[config.mk]
export PLATFORM = sky130hd
export DESIGN_NAME = mag_seq_ctrl
export DESIGN_NICKNAME = d
export VERILOG_FILES = /design/src/rtl/mag_seq_ctrl.sv
export SDC_FILE = /design/constraint.sdc
export NUM_CORES = 2
export LEC_CHECK = 0
export BUFFER_PORTS_ARGS = -buffer_cell sky130_fd_sc_hd__buf_2
export CORE_UTILIZATION = 33
export DETAILED_ROUTE_END_ITERATION = 8
export PLACE_DENSITY = 0.49
export SLEW_MARGIN = 20
export SYNTH_ARGS = -nofsm -noshare
export SYNTH_HDL_FRONTEND = slang
export SYNTH_SLANG_ARGS = --single-unit
[constraint.sdc]
create_clock -name clk -period 13.5 [get_ports clk]
set_clock_uncertainty 0.2 [all_clocks]
set_input_delay 2.7 -clock clk [delete_from_list [all_inputs] [get_ports clk]]
set_output_delay 2.7 -clock clk [all_outputs]
set_load 0.02 [all_outputs]
[src/rtl/mag_seq_ctrl.sv]
// Vector-magnitude sequencer: accumulates sum((e*e)>>8) over NCHUNK 4-element chunks,
// runs a 16-cycle bit-serial integer square root, then holds the result for the consumer.
module mag_seq_ctrl #(
  parameter int unsigned NCHUNK = 4,
  parameter int unsigned CNT_W  = 10
) (
  input  logic        clk,
  input  logic        rst,
  input  logic        in_valid,
  output logic        in_ready,
  input  logic [63:0] in_data,
  output logic        out_valid,
  input  logic        out_ready,
  output logic [15:0] out_mag,
  output logic        out_ovf,
  output logic        busy
);

  typedef enum logic [1:0] {StAccum, StSqrt, StDone} state_e;

  localparam logic [CNT_W-1:0] LastCnt = CNT_W'(NCHUNK - 1);

  state_e           state_q, state_d;
  logic [31:0]      acc_q, acc_d;
  logic [CNT_W-1:0] cnt_q, cnt_d;
  logic             ovf_q, ovf_d;
  logic [15:0]      rem_q, rem_d;
  logic [15:0]      root_q, root_d;
  logic [3:0]       iter_q, iter_d;

  logic [33:0]        acc_sum;
  logic signed [15:0] elem;
  logic signed [31:0] sq;

  // Sum of the four truncated squares plus the running accumulator, with headroom for overflow.
  always_comb begin
    acc_sum = {2'b00, acc_q};
    elem    = '0;
    sq      = '0;
    for (int i = 0; i < 4; i++) begin
      elem    = in_data[63-16*i -: 16];
      sq      = 32'(elem) * 32'(elem);
      acc_sum = acc_sum + 34'(unsigned'(sq) >> 8);
    end
  end

  logic [17:0] rem_t;
  logic [17:0] trial;
  logic        ge;

  always_comb begin
    state_d = state_q;
    acc_d   = acc_q;
    cnt_d   = cnt_q;
    ovf_d   = ovf_q;
    rem_d   = rem_q;
    root_d  = root_q;
    iter_d  = iter_q;
    // Restoring bit-pair step: bring down the top two acc bits, try subtracting 4*root+1.
    rem_t   = {rem_q, acc_q[31:30]};
    trial   = {root_q, 2'b01};
    ge      = rem_t >= trial;

    unique case (state_q)
      StAccum: begin
        if (in_valid) begin
          if (acc_sum[33:32] != 2'b00) begin
            acc_d = '1;
            ovf_d = 1'b1;
          end else begin
            acc_d = acc_sum[31:0];
          end
          if (cnt_q == LastCnt) begin
            cnt_d   = '0;
            state_d = StSqrt;
            rem_d   = '0;
            root_d  = '0;
            iter_d  = '0;
          end else begin
            cnt_d = cnt_q + 1'b1;
          end
        end
      end
      StSqrt: begin
        // Remainder never exceeds 16 bits before the final step; the last remainder is discarded.
        rem_d  = 16'(ge ? rem_t - trial : rem_t);
        root_d = {root_q[14:0], ge};
        acc_d  = acc_q << 2;
        iter_d = iter_q + 1'b1;
        if (iter_q == 4'd15) state_d = StDone;
      end
      StDone: begin
        if (out_ready) begin
          state_d = StAccum;
          acc_d   = '0;
          ovf_d   = 1'b0;
        end
      end
      default: state_d = StAccum;
    endcase
  end

  always_ff @(posedge clk) begin
    if (rst) begin
      state_q <= StAccum;
      acc_q   <= '0;
      cnt_q   <= '0;
      ovf_q   <= 1'b0;
      rem_q   <= '0;
      root_q  <= '0;
      iter_q  <= '0;
    end else begin
      state_q <= state_d;
      acc_q   <= acc_d;
      cnt_q   <= cnt_d;
      ovf_q   <= ovf_d;
      rem_q   <= rem_d;
      root_q  <= root_d;
      iter_q  <= iter_d;
    end
  end

  assign in_ready  = (state_q == StAccum);
  assign out_valid = (state_q == StDone);
  assign out_mag   = root_q;
  assign out_ovf   = ovf_q;
  assign busy      = (state_q != StAccum) || (cnt_q != '0);

endmodule

==> impl_summary.md <==
Place
Port buffering added 87 buffers. The final weighted congestion of routability-driven global placement is ~0.83. Detailed placement finished with a half-perimeter wire length of roughly 86,000 microns.

Synth
Yosys printed 0 warnings. The fraction of synthesis flops using an asynchronous set or reset pin is 0%. Summing every instance area after synthesis gives approximately 42,000 sq um.

For this run, the leading register cell type out of synthesis is sky130_fd_sc_hd__dfxtp_1. The number of flops mapped to enable cells by yosys is 0. Synthesis handed over a netlist of 4,643 instances. The synthesized net count is roughly 6,000. The average cell area after synthesis is 9.041 sq um. The count of different cell masters after synthesis is 78. The number of register bits inferred by synthesis is roughly 80. Summing the sequential cell areas from Yosys gives under 10% of the chip area.

Floorplan
The effective utilization at floorplan is between 30% and 40%. The number of placement rows is 130. The die extent in y is 358.7 microns.

In this run the horizontal extent of the chip is roughly 360 microns. The die covers between 100,000 and 150,000 sq um. The core region is 125,900 sq um. The total I/O pin count is 88.

Global routing
The initial antenna violation count is 1. The pin count of the biggest net entering global routing is 51. The first global-routing pass estimated 166,500 microns of wire. Global routing finished with a remaining overflow of 0. The overall routing resource usage is 16.30%. The number of global-route vias before repair is approximately 31,000.

Hold path
The worst min-delay path category is flip-flop to flip-flop.

Final layout
Leaving out fill and tap cells, the most frequent cell in the layout is sky130_fd_sc_hd__inv_1. In the layout the commonest cells are sky130_fd_sc_hd__inv_1 (1,394), sky130_fd_sc_hd__fa_1 (1,023), sky130_fd_sc_hd__nand2_1 (409), sky130_fd_sc_hd__ha_1 (399), sky130_fd_sc_hd__nor2_1 (190). The number of antenna repair diodes is 0. The net total in the final layout is 6,147. The synthesis-to-layout area growth is 6.113%. The share of final-layout standard cells stronger than drive strength 1 is about 3.6%. The total of fill cells in the finished design is 13,210.

STA
Dividing the final minimum period by the clock period gives approximately 94%. Timing would allow up to ~78 MHz. The final number of max-transition violations is 0. In this run the tightest slew margin relative to its limit is between 40% and 50%.

Setup violations remaining at the end of the flow were counted as 0. The slew at the pin with the worst max-slew slack is 0.8840 ns. Setup repair after global routing left no endpoint under its margin.

The post-route minimum period is approximately 13 ns. Adding up every negative setup slack in the final design gives 0 ns. The number of failing hold endpoints at the final stage is 0.

Setup path
On the critical path, the stage with the largest delay is an instance of sky130_fd_sc_hd__fa_1. The sort of element at the start of the critical path is a primary input. The largest stage delay on the critical path is 0.54 ns. The setup path with the least slack is of type primary input to flip-flop. The required time of the critical path is between 10 and 15 ns. The worst endpoint data arrival time is 12.82 ns. STA classifies the critical path endpoint as a flip-flop.

In this run the worst path has a maximum fanout of 14.

Routing
The wire length per cell is between 15 and 20 microns. The detail route stage leaves a number of antenna-violating nets equal to 0. The first-iteration detailed-routing DRC count is between 1,000 and 1,500. The total number of vias is between 20,000 and 30,000.

The ratio of routed vias to standard cells is approximately 4.5. After detailed routing, the total wire length is 98,190 microns. The first TritonRoute pass finished after 5 iterations. The DRC violations left is 0.

Clock network
Post-CTS repair changed the size of 0 cells. The number of hold buffers added after CTS is 0. Buffers added to address setup during post-CTS repair amount to 0.

The clock net sink count is 81. Clock-pin slew was measured on the worst setup and hold paths at ~0.070 ns. TritonCTS built the clock tree. The number of buffers created by CTS is 9.

The tree is rooted in a sky130_fd_sc_hd__clkbuf_16. The clock passes through at most 2 buffers. The clock tree synthesis step divided the H-tree into 3 levels.

Clock latency on the worst-skew pair, taken at its later pin, is 0.37 ns.

Status
The run finished with clean final reports.

Flow run
The tool flagged a number of max-cap violations equal to 0.
## sequential cells by signal, summed over array words and instances, names as in the netlist
register / cells
acc_q: 32
out_mag: 16
rem_q: 16
cnt_q: 10
iter_q: 4
state_q: 2
out_ovf: 1
## worst paths after layout
kind | startpoint | cells past startpoint | slack, ns | endpoint
max | in_data[59] | 41 | 0.75 | acc_q[31]$_SDFFE_PP0P_
min | rem_q[14]$_SDFFE_PP0P_ | 2 | 0.27 | rem_q[14]$_SDFFE_PP0P_
max reg2reg | acc_q[3]$_SDFFE_PP0P_ | 15 | 8.63 | acc_q[31]$_SDFFE_PP0P_
min reg2reg | rem_q[14]$_SDFFE_PP0P_ | 2 | 0.27 | rem_q[14]$_SDFFE_PP0P_
## critical path: cells and delay by family
kind	cells	cell delay (ns)
adders and majority gates	11	5.21
AOI/OAI and AO/OA	12	2.43
and+or+nand+nor	7	1.39
buffers and inverters	11	1.09
## cell type report
type / count / area (sq um) / share of cell area [%]
tap: 1650 / 2064 / 4.635
clock buffer: 9 / 225.2 / 0.5056
inverter: 1397 / 5244 / 11.77
multi-input combinational: 3049 / 34650 / 77.79
sequential: 81 / 1622 / 3.640
clock inverter: 7 / 62.56 / 0.1404
timing repair buffer: 119 / 675.6 / 1.517
## cells in the mapped netlist, types with 10 or more instances
| master | n | share of area [%] |
|---|---|---|
| sky130_fd_sc_hd__a31oi_1 | 31 | 0.46 |
| sky130_fd_sc_hd__o21ai_0 | 47 | 0.56 |
| sky130_fd_sc_hd__and3_1 | 18 | 0.27 |
| sky130_fd_sc_hd__ha_1 | 399 | 12 |
| sky130_fd_sc_hd__nand4_1 | 19 | 0.28 |
| sky130_fd_sc_hd__o21a_1 | 30 | 0.54 |
| sky130_fd_sc_hd__nor2_1 | 191 | 1.7 |
| sky130_fd_sc_hd__and2_1 | 185 | 2.8 |
| sky130_fd_sc_hd__fa_1 | 1023 | 49 |
| sky130_fd_sc_hd__nand2b_1 | 33 | 0.49 |
| sky130_fd_sc_hd__a21oi_1 | 144 | 1.7 |
| sky130_fd_sc_hd__nand2_1 | 409 | 3.7 |
| sky130_fd_sc_hd__dfxtp_1 | 81 | 3.9 |
| sky130_fd_sc_hd__xor2_1 | 73 | 1.5 |
| sky130_fd_sc_hd__nand3_1 | 56 | 0.67 |
| sky130_fd_sc_hd__a21o_1 | 51 | 0.91 |
| sky130_fd_sc_hd__xnor2_1 | 105 | 2.2 |
| sky130_fd_sc_hd__o21ai_1 | 31 | 0.37 |
| sky130_fd_sc_hd__nor2b_1 | 26 | 0.39 |
| sky130_fd_sc_hd__clkbuf_1 | 105 | 0.94 |
| sky130_fd_sc_hd__inv_1 | 1394 | 12 |
| sky130_fd_sc_hd__o31ai_1 | 10 | 0.18 |
| sky130_fd_sc_hd__mux2i_1 | 11 | 0.26 |
| sky130_fd_sc_hd__a211oi_1 | 10 | 0.18 |
| sky130_fd_sc_hd__nor3_1 | 28 | 0.33 |
## metrics by stage
| step | hold slack (ns) | util, % | cells | area (sq um) | worst slack (ns) |
|---|---|---|---|---|---|
| detailed placement | 0.2569 | 35.15 | 6296 | 44250 | 0.4127 |
| global placement | 0.2546 | 35.15 | 6296 | 44250 | 0.5243 |
| CTS | 0.2715 | 35.38 | 6312 | 44540 | 0.7659 |
| floorplan | 0.2292 | - | 4643 | 41980 | 1.136 |
| global route | 0.2889 | 35.38 | 6312 | 44540 | 0.1122 |
| finish | 0.2655 | 35.38 | 6312 | 44540 | 0.7510 |
## kinds of logic (layout without fill, tap and decap cells)
logic type / Yosys count / in the layout / synth area share (%)
buf+inv: 1513 / 1532 / 13.61
fa+ha+maj: 1422 / 1422 / 60.68
simple gates: 1003 / 1003 / 11.20
compound gates: 432 / 432 / 6.590
xor+xnor: 178 / 178 / 3.714
flops: 81 / 81 / 3.863
mux: 14 / 14 / 0.3428
## routing by layer
| metal | up-vias | global-route usage, % | wire (microns) |
|---|---|---|---|
| li1 | 13690 | - | - |
| met5 | - | 0 | 12 |
| met3 | 67 | 1.325 | 2587 |
| met1 | 14330 | 22.39 | 45030 |
| met4 | 2 | 2.153 | 1209 |
| met2 | 368 | 28.54 | 49350 |
Power is left out: the tool's default activity adds up to more than one toggle a clock period on the data nets, which glitch-free logic cannot reach.
